===== src/rtl/piso_tx_pkg.sv =====
// Shared definitions for the piso_tx serial transmitter and its matching receiver.
// PISO_TX_PARITY_EN widens the state encoding to make room for the PARITY state.
package piso_tx_pkg;

`ifdef PISO_TX_PARITY_EN
    localparam int STATE_W = 3;

    typedef enum logic [2:0] {
        IDLE   = 3'd0,
        START  = 3'd1,
        DATA   = 3'd2,
        STOP   = 3'd3,
        PARITY = 3'd4
    } state_e;
`else
    localparam int STATE_W = 2;

    typedef enum logic [1:0] {
        IDLE  = 2'd0,
        START = 2'd1,
        DATA  = 2'd2,
        STOP  = 2'd3
    } state_e;
`endif

    localparam logic START_BIT = 1'b0;
    localparam logic STOP_BIT  = 1'b1;

endpackage


===== src/rtl/d_flip_flop.sv =====
// Single-bit D flip-flop with asynchronous active-high clear; the storage cell
// shared by the transmit shift register and the receive side.
module d_flip_flop (
    input  logic clk_i,
    input  logic clr_i,
    input  logic d_i,
    output logic q_o
);

    // Storage bit, cleared asynchronously.
    always_ff @(posedge clk_i or posedge clr_i) begin
        if (clr_i) begin
            q_o <= 1'b0;
        end else begin
            q_o <= d_i;
        end
    end

endmodule


===== src/rtl/piso_shreg.sv =====
// WIDTH-bit loadable right-shift register built from d_flip_flop cells.
// Load has priority over shift; a zero is shifted in at the MSB.
module piso_shreg #(
    parameter int WIDTH = 8
) (
    input  logic             clk_i,
    input  logic             clr_i,
    input  logic             load_i,
    input  logic             shift_i,
    input  logic [WIDTH-1:0] data_i,
    output logic [WIDTH-1:0] q_o
);

    logic [WIDTH-1:0] shreg_d;

    // Next value: parallel load, shift right, or hold.
    always_comb begin
        shreg_d = q_o;
        if (load_i) begin
            shreg_d = data_i;
        end else if (shift_i) begin
            shreg_d = {1'b0, q_o[WIDTH-1:1]};
        end else begin
            shreg_d = q_o;
        end
    end

    for (genvar i = 0; i < WIDTH; i++) begin : g_bit
        d_flip_flop u_dff (
            .clk_i (clk_i),
            .clr_i (clr_i),
            .d_i   (shreg_d[i]),
            .q_o   (q_o[i])
        );
    end

endmodule


===== src/rtl/piso_tx.sv =====
// Parallel-in serial-out frame transmitter: start bit, WIDTH data bits LSB first,
// optional even parity bit (PISO_TX_PARITY_EN), stop bit.
module piso_tx
    import piso_tx_pkg::*;
#(
    parameter int WIDTH = 8
) (
    input  logic             clk,
    input  logic             clr,
    input  logic             load_valid,
    input  logic [WIDTH-1:0] load_data,
    output logic             load_ready,
    output logic             sdo,
    output logic             busy,
    output logic             done
);

    localparam int CNT_W = $clog2(WIDTH);

    state_e           state_q;
    state_e           state_d;
    logic [CNT_W-1:0] cnt_q;
    logic [CNT_W-1:0] cnt_d;
    logic [WIDTH-1:0] shreg_q;
    logic             accept_s;
    logic             shift_s;

    assign accept_s = load_valid & load_ready;
    assign shift_s  = (state_q == DATA);

    piso_shreg #(.WIDTH(WIDTH)) u_shreg (
        .clk_i   (clk),
        .clr_i   (clr),
        .load_i  (accept_s),
        .shift_i (shift_s),
        .data_i  (load_data),
        .q_o     (shreg_q)
    );

`ifdef PISO_TX_PARITY_EN
    logic parity_q;

    function automatic logic even_parity(input logic [WIDTH-1:0] d);
        return ^d;
    endfunction

    // Parity is fixed at acceptance so it cannot follow later load_data changes.
    always_ff @(posedge clk or posedge clr) begin
        if (clr) begin
            parity_q <= 1'b0;
        end else if (accept_s) begin
            parity_q <= even_parity(load_data);
        end else begin
            parity_q <= parity_q;
        end
    end
`endif

    // State and bit-counter registers.
    always_ff @(posedge clk or posedge clr) begin
        if (clr) begin
            state_q <= IDLE;
            cnt_q   <= {CNT_W{1'b0}};
        end else begin
            state_q <= state_d;
            cnt_q   <= cnt_d;
        end
    end

    // Next-state logic; the counter is cleared on leaving DATA so it never wraps.
    always_comb begin
        state_d = state_q;
        cnt_d   = cnt_q;
        case (state_q)
            IDLE: begin
                if (accept_s) begin
                    state_d = START;
                end else begin
                    state_d = IDLE;
                end
            end
            START: begin
                state_d = DATA;
                cnt_d   = {CNT_W{1'b0}};
            end
            DATA: begin
                if (cnt_q == CNT_W'(WIDTH - 1)) begin
                    cnt_d = {CNT_W{1'b0}};
`ifdef PISO_TX_PARITY_EN
                    state_d = PARITY;
`else
                    state_d = STOP;
`endif
                end else begin
                    cnt_d   = cnt_q + CNT_W'(1);
                    state_d = DATA;
                end
            end
`ifdef PISO_TX_PARITY_EN
            PARITY: begin
                state_d = STOP;
            end
`endif
            STOP: begin
                if (accept_s) begin
                    state_d = START;
                end else begin
                    state_d = IDLE;
                end
            end
            default: begin
                state_d = IDLE;
                cnt_d   = {CNT_W{1'b0}};
            end
        endcase
    end

    // Outputs decoded purely from registered state.
    always_comb begin
        sdo        = STOP_BIT;
        done       = 1'b0;
        busy       = 1'b1;
        load_ready = 1'b0;
        case (state_q)
            IDLE: begin
                busy       = 1'b0;
                load_ready = 1'b1;
            end
            START: begin
                sdo = START_BIT;
            end
            DATA: begin
                sdo = shreg_q[0];
            end
`ifdef PISO_TX_PARITY_EN
            PARITY: begin
                sdo = parity_q;
            end
`endif
            STOP: begin
                done       = 1'b1;
                load_ready = 1'b1;
            end
            default: begin
                sdo        = STOP_BIT;
                busy       = 1'b0;
                load_ready = 1'b0;
            end
        endcase
    end

endmodule


===== config.mk =====
export PLATFORM = sky130hd
export DESIGN_NAME = piso_tx
export DESIGN_NICKNAME = d
export VERILOG_FILES = /design/src/rtl/piso_tx_pkg.sv /design/src/rtl/d_flip_flop.sv /design/src/rtl/piso_shreg.sv /design/src/rtl/piso_tx.sv
export SDC_FILE = /design/constraint.sdc
export NUM_CORES = 1
export LEC_CHECK = 0
export BUFFER_PORTS_ARGS = -buffer_cell sky130_fd_sc_hd__buf_2
export CORE_MARGIN = 10
export CORE_UTILIZATION = 51
export CTS_BUF_LIST = sky130_fd_sc_hd__clkbuf_16
export CTS_CLUSTER_DIAMETER = 50
export DETAILED_ROUTE_END_ITERATION = 8
export HOLD_SLACK_MARGIN = 0.08
export PLACE_DENSITY = 0.79
export SLEW_MARGIN = 20
export SYNTH_ARGS = -nofsm -noshare
export SYNTH_HDL_FRONTEND = slang
export SYNTH_HIERARCHICAL = 1
export SYNTH_SLANG_ARGS = --single-unit

===== constraint.sdc =====
create_clock -name clk -period 1.78 [get_ports clk]
set_input_delay 0.089 -clock clk [delete_from_list [all_inputs] [get_ports clk]]
set_output_delay 0.089 -clock clk [all_outputs]
set_load 0.1 [all_outputs]

== Word-level counts from Yosys, hierarchy flattened ==
Index checks and enable logic that the tools add are counted.

* $add $sub $neg: 1
* Eq/ne operators: 4
* Muxes and demuxes: 11
* Bitwise logic cells: 1
* Reductions and logical operators: 4

{| class="wikitable"
|+ Operator list
! cell !! count
|-
| $mux 8 || 2
|-
| $pmux 2 s3 || 1
|-
| $pmux 3 s2 || 1
|-
| $mux 1 || 5
|-
| $eq 2x2->1 const B || 2
|-
| $reduce_bool 2->1 || 2
|-
| $add 3x1->3 const B || 1
|-
| $eq 3x3->1 const B || 1
|-
| $mux 3 || 1
|-
| $eq 2x1->1 const B || 1
|-
| $logic_not 2->1 || 1
|-
| $pmux 1 s2 || 1
|-
| $reduce_or 2->1 || 1
|-
| $and 1x1->1 || 1
|}

* Flip-flop bits (word level): 13
* Bits of input ports: 11
* Word-level logic and storage cells: 31

== Longest topological paths before layout ==
* Word-level depth: 6
* Mapped depth: 7
* Gate-level depth less buffers: 6

== Hierarchy ==
Netlist, hierarchy kept.

{| class="wikitable"
|+ By module, submodules not included
! module !! times used !! cells each !! area an instance (sq um) !! sequential area each (sq um)
|-
| piso_tx || 1 || 30 || 297.8 || 125.1
|-
| d_flip_flop || 8 || 2 || 28.8 || 25.0
|-
| piso_shreg || 1 || 26 || 176.4 || 0.0
|}

== Worst setup path before layout ==
No wires, ideal clock.

* Kind: register to output
* Start point: register state_q[0]
* End point: output port sdo
* Arrival time: 2809 ps
* Data required time: 1691 ps
* Setup slack: -1118 ps
* Stages on the path, launching flop included: 4
* Cell sequence: dfrtp_1 inv_1 ha_1 o21ai_0

* Word-level cells in the longest chain between the ends: 2
* Elaborated cells on any way between the ends: 3

{| class="wikitable"
|+ RTL lines
! element !! line !! RTL
|-
| start: declaration || piso_tx.sv:20 || <nowiki>state_e state_q;</nowiki>
|-
| start signal: assignment || piso_tx.sv:65 || <nowiki>state_q <= state_d;</nowiki>
|-
| $eq 2x2->1 || n/a ||
|-
| via shift_s || piso_tx.sv:26 || <nowiki>logic shift_s;</nowiki>
|-
| $pmux 1 s2 || piso_tx.sv:124 || <nowiki>case (state_q)</nowiki>
|-
| end: declaration || piso_tx.sv:13 || <nowiki>output logic sdo,</nowiki>
|}

The timed path passes the listed nets, and every way through them passes these cells.

== Final worst setup path ==
* Start point: register state_q[0]
* End point: output port load_ready

* Word-level cells in the longest chain between the ends: 3
* Elaborated cells on any way between the ends: 4

{| class="wikitable"
|+ RTL lines
! element !! line !! RTL
|-
| $eq 2x2->1 / $logic_not 2->1 (equally long branches) || piso_tx.sv:124 ||
|-
| $reduce_or 2->1 (no line) * || n/a ||
|-
| $mux 1 * || piso_tx.sv:124 ||
|-
| end: declaration || piso_tx.sv:12 || <nowiki>output logic load_ready,</nowiki>
|}

Every way passes the cells marked *; elsewhere a longest branch is shown, timed or not.

==> impl_summary.md <==
Worst hold path
The worst hold path was traced through 3 stages. The path class of the tightest hold or removal check is primary input to flip-flop.

Global route
The pin count of the biggest net entering global routing is 17. The wire length of the first global-routing pass is 2520 um. The total grt overflow is 0.

For this run, the total global-route usage over all layers was measured as 0.0976. The via count of the first global-routing pass is approximately 600. The number of antenna violations at the first check in global routing was 0.

Clock network
The number of buffers added by the clock tree synthesis step is 3. Clock latency on the worst-skew pair, taken at its later pin, is 240 ps. The cell chosen for the clock root is clkbuf_16. After clock tree synthesis, the clock-pin slew on the worst setup and hold paths is approximately 40 ps. CTS built an H-tree with a depth of 1. The TritonCTS clock tree is yes.

The longest clock path from root to sink contains 2 buffers. Once the clock tree was built, the setup fixing pass inserted 0 buffers. The clock net in this run drives a total of 13 sinks.

STA
The worst hold-check slack is roughly 220 ps. Timing would allow up to between 600 and 700 MHz. The max-slew violation count is 0. In the finished design, the share of the clock period the worst path needs comes to 0.914.

Setup violations remaining at the end of the flow were counted as 0. The number of endpoints with negative hold slack in the final report is 0. The worst path needs 1630 ps of the cycle, external delays included. The aggregate negative setup slack is 0 ps. The transition time at the pin with the least slew margin is around 490 ps. Setup repair after global routing left no endpoint under its margin. The setup clock skew after layout is approximately 3.6 ps.

Headroom to the max-slew limit came out at 0.678.

Worst setup path
The data required time of the critical path is between 1500 and 2000 ps. The worst setup path is captured at an output pin. The signal on the critical path passes through inv_1, ha_2, inv_1, buf_2. The depth of the worst register-to-register path is 6. The delay of the slowest critical-path stage is approximately 420 ps. The startpoint type of the worst setup path is a flip-flop. The slowest stage of the critical path is the buf_2 cell. Along the worst path, the maximum fanout reaches 8. The worst setup path category is flip-flop to output pin. The setup check on the worst reg-to-reg path leaves a slack of about 190 ps. The most numerous cell type found on the critical path is inv_1. The signal arrival time at the worst endpoint is 1540 ps.

Die
The overall die height is 57.2 um. The floorplan step set the die width to about 57 um. The initial core utilization is 0.541. The die area is about 3300 um^2.

During I/O placement, the number of pins put on the boundary was 15. The area of the core is between 1000 and 1500 um^2. The number of cell rows is 13.

Synth
For this run, the register share of the synthesized area comes to 0.462. The gate count after technology mapping is 72. The number of nets handed over by synthesis was 89.

The mean cell area of the mapped netlist is 9.78 um^2. In this run, synthesis produced a sequential element count of 13. The count of synthesis-stage warnings from yosys is 6. The number of distinct library cells after synthesis is 15.

Summing every instance area after synthesis gives ~700 um^2.

Finish
0 antenna diodes ended up in the layout. In the final layout, the share of cells above drive strength 1 is 0.224. Registers take ~330 um^2. From synthesis to final layout, the design area changed by 38.0%.

The area of the multi-input gates is approximately 300 um^2. The net total in the final layout is 116. The filler cells instantiated in the layout total 95.

Drt
After detailed routing, the number of remaining DRC violations is 0. Dividing the detail-routed wire length by the instance count gives 12.7 um. Using the TritonRoute via totals, the vias-per-cell ratio works out to 4.76.

The wire length after detailed routing is around 1400 um. The count of nets left with antenna violations once routing finished came out at 0. The count of TritonRoute iterations in the first routing pass is 4. The routed layout has between 500 and 600 vias. The number of violations reported at the end of detailed-routing iteration 0 is 11.

Run
Max-cap violations in this run came to 0.

Place
The HPWL reported at the end of detailed placement is between 900 and 1000 um. At the end of routability-driven placement, the weighted congestion stood at 0.771. During placement, the flow inserted port buffers numbering 14.

Run status
The flow ran to the end, and the final reports show no timing, DRC or antenna violations.
[worst max-delay path, delay by kind of cell, from the launching register on]
kind,cells,cell delay [ps]
DFF,1,390
buffers and inverters,3,590
adders and majority gates,1,310
[layout make-up]
class / count / share of cell area
clock buffer: 3 / 0.0772
clock inverter: 1 / 0.00386
inverter: 16 / 0.0656
multi-input combinational: 41 / 0.311
sequential: 13 / 0.335
tap: 15 / 0.0193
timing repair buffer: 24 / 0.188
[per-layer routing]
| metal | GRT usage | share of wire | up-vias |
|---|---|---|---|
| met5 | 0 | 0 | - |
| met3 | 0.0442 | 0.060 | 4 |
| met2 | 0.155 | 0.47 | 11 |
| met1 | 0.103 | 0.44 | 243 |
| li1 | - | - | 280 |
| met4 | 0.0604 | 0.020 | 0 |
[what timing repair did]
item | in CTS | in global routing
hold buffers | 9 | 0
endpoints found under the setup margin | 0 | 1
gates resized for setup | 0 | 2
endpoints found under the hold margin | 21 | 0
[synthesized netlist by cell type]
master    number  area share
ha_1           6        0.11
o21ai_1        7       0.050
nand2_1       10       0.053
inv_1         16       0.085
nand4b_1       1       0.012
o21ai_0        4       0.028
dfrtp_1       13        0.46
nand2b_4       1       0.020
nand3_1        1      0.0071
mux2i_1        7       0.099
nand2b_1       1      0.0089
a21o_1         1       0.011
buf_6          2       0.032
and4bb_1       1       0.018
a21oi_1        1      0.0071
[registers in the layout, indices dropped and copies added, names as in the netlist]
register	count
u_shreg/g_bit.u_dff/q_o	8
cnt_q	3
state_q	2
[worst paths after layout]
path	from	endpoint
max	state_q[0]	load_ready
min	load_valid	state_q[0]
max reg2reg	state_q[0]	u_shreg/g_bit[5].u_dff/q_o
min reg2reg	cnt_q[0]	cnt_q[0]
max in group asynchronous	clr	cnt_q[1]
min in group asynchronous	clr	u_shreg/g_bit[3].u_dff/q_o
[metrics by stage]
step                worst slack (ps)   util  std cells  cell area [um^2]
floorplan                        141      -         72               708
global placement                 226  0.613        100               797
detailed placement               171  0.613        100               797
CTS                             97.9  0.742        113               966
global route                    18.7  0.747        113               972
finish                           153  0.747        113               972
[layout by cell type, fill, tap and decap left out]
master	n
nand2b_4	1
dfrtp_1	13
and4bb_1	1
ha_1	5
ha_2	1
clkbuf_16	3
mux2i_1	7
buf_4	1
nand2b_1	1
nand4b_1	1
a21o_1	1
clkinvlp_4	1
a21oi_1	1
o21ai_1	7
o21ai_0	3
o21ai_2	1
inv_1	16
buf_12	1
nand2_1	10
nand3_1	1
dlygate4sd3_1	9
buf_2	13
[cells by family after synthesis]
family | share of synthesized area
AOI/OAI and AO/OA | 0.0959
adders and majority gates | 0.107
buffers and inverters | 0.117
DFF | 0.462
muxes | 0.0995
and+or+nand+nor | 0.119
Power is not shown: default switching activity piles up to over one toggle a cycle in this logic, so the estimate is an artifact.
